[src/rtl/iob_cache_perf_pkg.sv]
// Purpose: shared constants for the cache performance-counter register front-end.
// Latency: n/a (package only).
// Backpressure: n/a (package only).
package iob_cache_perf_pkg;

    // Word addresses of the register map
    localparam logic [2:0] ADDR_SNAP_RH = 3'd0;
    localparam logic [2:0] ADDR_SNAP_RM = 3'd1;
    localparam logic [2:0] ADDR_SNAP_WH = 3'd2;
    localparam logic [2:0] ADDR_SNAP_WM = 3'd3;
    localparam logic [2:0] ADDR_CTRL    = 3'd4;
    localparam logic [2:0] ADDR_STATUS  = 3'd5;
    localparam logic [2:0] ADDR_TOTAL   = 3'd6;
    localparam logic [2:0] ADDR_VERSION = 3'd7;

    // CTRL bit indices
    localparam int CTRL_SNAP = 0;
    localparam int CTRL_RST  = 1;
    localparam int CTRL_CLRW = 2;

    // STATUS bit indices: wrap flags occupy [3:0] as {WM,WH,RM,RH}
    localparam int STAT_WRAP_LSB = 0;
    localparam int STAT_SNAP_VLD = 4;

    // Number of counters fed from the counter block
    localparam int N_CNT = 4;

    typedef enum logic [1:0] {
        ST_IDLE = 2'd0,
        ST_RST  = 2'd1,
        ST_RESP = 2'd2
    } state_t;

endpackage

[src/rtl/iob_cache_wrap_detect.sv]
// Purpose: sticky wrap flag for one counter (MSB falling 1->0 between cycles).
// Latency: flag visible the cycle after the wrap edge.
// Backpressure: none; sampled every cycle.
// Ports: clk_i/arst_n_i clock and async active-low reset; msb_i live counter MSB;
//        rst_i counter-clear cycle (clears history and flag); clr_i software flag clear;
//        flag_o sticky wrap flag.
module iob_cache_wrap_detect (
    input  logic clk_i,
    input  logic arst_n_i,
    input  logic msb_i,
    input  logic rst_i,
    input  logic clr_i,
    output logic flag_o
);

    logic prev_msb_q;
    logic wrap;

    assign wrap = prev_msb_q & ~msb_i;

    always_ff @(posedge clk_i or negedge arst_n_i) begin
        if (!arst_n_i) begin
            prev_msb_q <= 1'b0;
            flag_o     <= 1'b0;
        end else begin
            // Clearing history in the clear cycle keeps the counter's drop to 0
            // from looking like a wrap on the following edge.
            prev_msb_q <= rst_i ? 1'b0 : msb_i;
            if (rst_i) begin
                flag_o <= 1'b0;
            end else if (wrap) begin
                flag_o <= 1'b1;     // a wrap beats a simultaneous software clear
            end else if (clr_i) begin
                flag_o <= 1'b0;
            end
        end
    end

endmodule

[src/rtl/iob_cache_perf_regs.sv]
// Purpose: CSR front-end for cache hit/miss counters: snapshots, wrap flags, total, CTRL.
// Latency: read response 1 cycle after accept; write with RST_CNT responds 2 cycles after.
// Backpressure: req_ready_o low while a response or counter-clear is pending (1 req / 2 cycles).
// Ports: clk_i/arst_n_i clock and async active-low reset; *_cnt_i live counters;
//        reset_counters_o one-cycle clear pulse; req_* request channel; rsp_* response channel.
module iob_cache_perf_regs
    import iob_cache_perf_pkg::*;
#(
    parameter int          DATA_W  = 32,
    parameter int          ADDR_W  = 3,
    parameter logic [15:0] VERSION = 16'h0001
) (
    input  logic              clk_i,
    input  logic              arst_n_i,
    input  logic [DATA_W-1:0] read_hit_cnt_i,
    input  logic [DATA_W-1:0] read_miss_cnt_i,
    input  logic [DATA_W-1:0] write_hit_cnt_i,
    input  logic [DATA_W-1:0] write_miss_cnt_i,
    output logic              reset_counters_o,
    input  logic              req_valid_i,
    input  logic [ADDR_W-1:0] req_addr_i,
    input  logic              req_wen_i,
    input  logic [DATA_W-1:0] req_wdata_i,
    output logic              req_ready_o,
    output logic              rsp_valid_o,
    output logic [DATA_W-1:0] rsp_rdata_o
);

    state_t            state_q, state_d;
    logic              accept;
    logic              addr_ok;
    logic [2:0]        reg_idx;
    logic              ctrl_wr;
    logic              do_snap, do_rst, do_clrw;
    logic [DATA_W-1:0] cnt    [N_CNT];
    logic [DATA_W-1:0] snap_q [N_CNT];
    logic              snap_vld_q;
    logic [N_CNT-1:0]  wrap_flags;
    logic [DATA_W-1:0] total;
    logic [DATA_W-1:0] rd_dat;
    logic              unused_wdata;

    assign cnt[0] = read_hit_cnt_i;
    assign cnt[1] = read_miss_cnt_i;
    assign cnt[2] = write_hit_cnt_i;
    assign cnt[3] = write_miss_cnt_i;

    assign reg_idx = req_addr_i[2:0];

    // Only the low 8 words are mapped; anything above reads 0 and ignores writes.
    generate
        if (ADDR_W > 3) begin : g_addr_hi
            assign addr_ok = ~|req_addr_i[ADDR_W-1:3];
        end else begin : g_addr_lo
            assign addr_ok = 1'b1;
        end
    endgenerate

    // Accept is decoded straight from the state register so the output
    // process below never feeds back into it.
    assign accept  = req_valid_i & (state_q == ST_IDLE);
    assign ctrl_wr = accept & req_wen_i & addr_ok & (reg_idx == ADDR_CTRL);
    assign do_snap = ctrl_wr & req_wdata_i[CTRL_SNAP];
    assign do_rst  = ctrl_wr & req_wdata_i[CTRL_RST];
    assign do_clrw = ctrl_wr & req_wdata_i[CTRL_CLRW];

    assign unused_wdata = ^req_wdata_i[DATA_W-1:3];

    // ---------------------------------------------------------------- FSM
    always_ff @(posedge clk_i or negedge arst_n_i) begin
        if (!arst_n_i) begin
            state_q <= ST_IDLE;
        end else begin
            state_q <= state_d;
        end
    end

    always_comb begin
        state_d          = state_q;
        req_ready_o      = 1'b0;
        reset_counters_o = 1'b0;
        rsp_valid_o      = 1'b0;
        case (state_q)
            ST_IDLE: begin
                req_ready_o = 1'b1;
                if (accept) begin
                    state_d = do_rst ? ST_RST : ST_RESP;
                end
            end
            ST_RST: begin
                reset_counters_o = 1'b1;
                state_d          = ST_RESP;
            end
            ST_RESP: begin
                rsp_valid_o = 1'b1;
                state_d     = ST_IDLE;
            end
            default: begin
                state_d = ST_IDLE;
            end
        endcase
    end

    // ---------------------------------------------------------- snapshots
    // Snapshot is taken at the accept edge, before the counters see the
    // clear pulse, so SNAP|RST_CNT preserves the pre-clear values.
    always_ff @(posedge clk_i or negedge arst_n_i) begin
        if (!arst_n_i) begin
            for (int i = 0; i < N_CNT; i++) begin
                snap_q[i] <= '0;
            end
            snap_vld_q <= 1'b0;
        end else if (do_snap) begin
            for (int i = 0; i < N_CNT; i++) begin
                snap_q[i] <= cnt[i];
            end
            snap_vld_q <= 1'b1;
        end
    end

    // --------------------------------------------------------- wrap flags
    generate
        for (genvar i = 0; i < N_CNT; i++) begin : g_wrap
            iob_cache_wrap_detect u_wrap (
                .clk_i    (clk_i),
                .arst_n_i (arst_n_i),
                .msb_i    (cnt[i][DATA_W-1]),
                .rst_i    (state_q == ST_RST),
                .clr_i    (do_clrw),
                .flag_o   (wrap_flags[i])
            );
        end
    endgenerate

    // ---------------------------------------------------------- read path
    assign total = snap_q[0] + snap_q[1] + snap_q[2] + snap_q[3];

    always_comb begin
        rd_dat = '0;
        if (addr_ok) begin
            case (reg_idx)
                ADDR_SNAP_RH: rd_dat = snap_q[0];
                ADDR_SNAP_RM: rd_dat = snap_q[1];
                ADDR_SNAP_WH: rd_dat = snap_q[2];
                ADDR_SNAP_WM: rd_dat = snap_q[3];
                ADDR_STATUS: begin
                    rd_dat[STAT_WRAP_LSB +: N_CNT] = wrap_flags;
                    rd_dat[STAT_SNAP_VLD]          = snap_vld_q;
                end
                ADDR_TOTAL:   rd_dat = total;
                ADDR_VERSION: rd_dat = DATA_W'(VERSION);
                default:      rd_dat = '0;   // CTRL is write-only
            endcase
        end
    end

    always_ff @(posedge clk_i or negedge arst_n_i) begin
        if (!arst_n_i) begin
            rsp_rdata_o <= '0;
        end else if (accept) begin
            rsp_rdata_o <= req_wen_i ? '0 : rd_dat;
        end
    end

endmodule

[config.mk]
export PLATFORM = sky130hd
export DESIGN_NAME = iob_cache_perf_regs
export DESIGN_NICKNAME = d
export VERILOG_FILES = /design/src/rtl/iob_cache_perf_pkg.sv /design/src/rtl/iob_cache_wrap_detect.sv /design/src/rtl/iob_cache_perf_regs.sv
export SDC_FILE = /design/constraint.sdc
export NUM_CORES = 1
export LEC_CHECK = 0
export ABC_AREA = 1
export CORE_MARGIN = 2
export CORE_UTILIZATION = 49
export DETAILED_ROUTE_END_ITERATION = 16
export GPL_ROUTABILITY_DRIVEN = 0
export PLACE_DENSITY_LB_ADDON = 0.2
export SYNTH_ARGS = -nofsm -noshare
export SYNTH_HDL_FRONTEND = slang
export SYNTH_SLANG_ARGS = --single-unit
[constraint.sdc]
create_clock -name clk_i -period 3.1 [get_ports clk_i]
set_clock_uncertainty 0.05 [all_clocks]
set_input_delay 0.775 -clock clk_i [delete_from_list [all_inputs] [get_ports clk_i]]
set_output_delay 0.775 -clock clk_i [all_outputs]
set_load 0.05 [all_outputs]
==> impl_metrics.tcl <==
set metrics [dict create \
    p_seq_frac 0.192 \
    cts_tree "done" \
    ys.flop_type "dfrtp_1" \
    hold_violations 0 \
    yosys.area_share.xor_xnor 0.003875 \
    slew_viol_final 0 \
    leakage_nw 8.008 \
    worstMarginPinSlew_ns 0.5996 \
    p_sw_frac 0.4619 \
    synth_edf_count 0 \
    endpoint_kind "flop" \
    preCtsSetupSlack_ns -0.2359 \
    p_switching_w 0.006544 \
    cp_max_fo 3 \
    pwr-share-comb 0.662 \
    initialDrtViolationCount 1018 \
    clk_pin_slew_ns 0.08 \
    synth-simple-area-share 0.2212 \
    first_global_vias 10600 \
    ir_drop_v 0.0004877 \
    worstPathArrival_ns 3.54 \
    drive_above_1_share 0.2071 \
    yosys-mux-area-fraction 0.005314 \
    pin_count 202 \
    core.rowCount 55 \
    grt_max_degree 67 \
    placed_cell_area_um2 14140 \
    synth_compound_area_frac 0.1187 \
    period_needed_ns 3.258 \
    die_w_um 155.9 \
    violations "setup timing" \
    numCtsBuffers 17 \
    ys_top_cells_by_area "dfrtp_1 (38%), nand2_1 (12%), fa_1 (11%)" \
    synthDominantCellAreaShare 0.3787 \
    synth_most_common_cell "nand2_1" \
    synth_top_family_by_area "simple AND/OR/NAND/NOR gates" \
    initial_core_util 0.4991 \
    hold_path_class "in2async" \
    setup_viol 16 \
    place_hpwl_um 25000 \
    routedWlPerCell_um 16.58 \
    overflow 0 \
    outcome "finished with violations" \
    stdcell_count 2067 \
    crit_required_ns 3.39 \
    seq_area_frac_synth 0.3787 \
    min_period_over_period 1.051 \
    antennaDiodeCount 0 \
    drcViolationCount 0 \
    cts_hold_buf 0 \
    syn_area_per_cell_um2 7.662 \
    max_freq_mhz 306.9 \
    synth_fp_nets 1735 \
    htree_num_levels 4 \
    port_buffers 172 \
    fp.dieH_um 155.9 \
    setup_slack_ns -0.1583 \
    ant_nets 0 \
    grt_pass1_wl_um 52890 \
    wirelength_um 34270 \
    synth_fa_ha_area_frac 0.1442 \
    r2r_cells 18 \
    gr-usage-all-layers 0.2811 \
    vias 10780 \
    syn-cell-area_um2 11300 \
    synth.top_cells.by_count "nand2_1 (354), inv_1 (303), dfrtp_1 (171)" \
    dp.cells 2016 \
    num-fill-cells 1814 \
    synth_cell_types 43 \
    final_nets 2029 \
    dr.pass1.iters 5 \
    cap_violations 0 \
    die_area_um2 24290 \
    pwr-share-clk 0.146 \
    synthArstFlopShare 1.000 \
    startpoint_type "flop" \
    clockRootBuffer "clkbuf_16" \
    cts_sinks 171 \
    ys_seq_elements 171 \
    coreArea_um2 22640 \
    power.internal_w 0.007623 \
    clock_latency_ns 0.44 \
    synth_warnings 0 \
    antenna_found_initial 0 \
    syn_inst 1475 \
    postLayoutCellArea_um2 15540 \
    cts_max_path_buffers 2 \
    critical_path_class "reg2reg" \
    synth_top_area_cell "dfrtp_1" \
    area_delta_synth_final_pct 37.51 \
    maxSlewHeadroom 0.5972 \
    p_total_w 0.01417 \
    viasPerCell 5.213 \
    rsz0062_at_grt "yes" \
    powerDensity_nw_per_um2 911.7 \
]
logic make-up after synthesis:
family	after synthesis
compound gates	235
xor+xnor	5
mux	4
buf+inv	349
simple gates	618
flops	171
fa+ha+maj	93
power by group through the flow:
| stage | combinational (W) | sequential (W) | clock, W |
|---|---|---|---|
| final | 0.00937 | 0.00272 | 0.00207 |
| after CTS | 0.00800 | 0.00271 | 0.00209 |
| after global placement | 0.00707 | 0.00273 | 0 |
| after floorplan | 0.00456 | 0.00288 | 0 |
| after detailed placement | 0.00724 | 0.00274 | 0 |
| after global routing | 0.0103 | 0.00276 | 0.00219 |
metal layers:
metal / global-route usage / up-vias / wire length, µm
met1: 0.3937 / 5109 / 14720
li1: - / 5166 / -
met2: 0.4469 / 427 / 15880
met3: 0.04667 / 74 / 2741
met4: 0.09524 / 0 / 925
met5: 0 / - / 0
flip-flops by register name (all words and copies together), names as in the netlist:
register and cells:
state_q 2, g_wrap.u_wrap.prev_msb_q 4, rsp_rdata_o 32, snap_q 128
snap_vld_q 1, g_wrap.u_wrap.flag_o 4
worst paths after layout:
| check | startpoint | end | slack [ns] |
|---|---|---|---|
| worst max register to register | snap_q[33] | rsp_rdata_o[9] | -0.16 |
| min in group clk_i | snap_vld_q | snap_vld_q | 0.42 |
| worst min register to register | snap_vld_q | snap_vld_q | 0.42 |
| max in group asynchronous | arst_n_i | rsp_rdata_o[28] | 1.99 |
| worst max-delay path | snap_q[33] | rsp_rdata_o[9] | -0.16 |
| worst min-delay path | arst_n_i | state_q[0] | 0.23 |
repair_timing:
action,CTS,global route
setup buffers,9,11
resized for setup,66,133
pin swaps,18,46
setup endpoints to repair,27,29
worst max-delay path, cell delays in order, from the launching register on:
cell and delay (ns):
dfrtp_1 0.37, inv_2 0.06, fa_1 0.58, fa_1 0.45, inv_1 0.08, ha_2 0.19, inv_2 0.04, fa_2 0.33
inv_2 0.10, nand3_2 0.07, nand3_2 0.14, nand2_2 0.09, nand2_4 0.10, buf_4 0.12, a21oi_1 0.06, o21ai_1 0.08
o211ai_1 0.11, nand2_1 0.08, nand2_1 0.05
layout by cell type, fill, tap and decap left out, drive strengths merged, types with 5 or more instances in the layout:
cell,n
a221oi,18
nand3,57
o21ai,17
nand3b,6
clkbuf,18
buf,146
clkinv,8
dfrtp,171
nand2,357
ha,31
a22oi,5
clkdlybuf4s50,171
nor3,8
inv,311
fa,62
or2,9
o22ai,27
a21oi,151
nor2,171
cell type report:
type	count	area, µm²	area share
Multi-Input combinational cell	955	6271	0.4035
Sequential cell	171	4279	0.2754
Timing Repair Buffer	317	2923	0.1881
Inverter	307	1152	0.07415
Clock buffer	18	429.2	0.02762
Tap cell	285	356.6	0.02295
Clock inverter	14	128.9	0.008293
metrics by stage:
stage / setup TNS (ns) / utilization / hold WS, ns
after floorplan: 0 / - / 0.3722
after global placement: -0.8762 / 0.6248 / 0.3831
after detailed placement: -2.487 / 0.6248 / 0.3926
after CTS: -0.06210 / 0.6642 / 0.2530
after global routing: -5.107 / 0.6864 / 0.2706
final: -1.583 / 0.6864 / 0.2331
(Power assumes the default switching activity.)
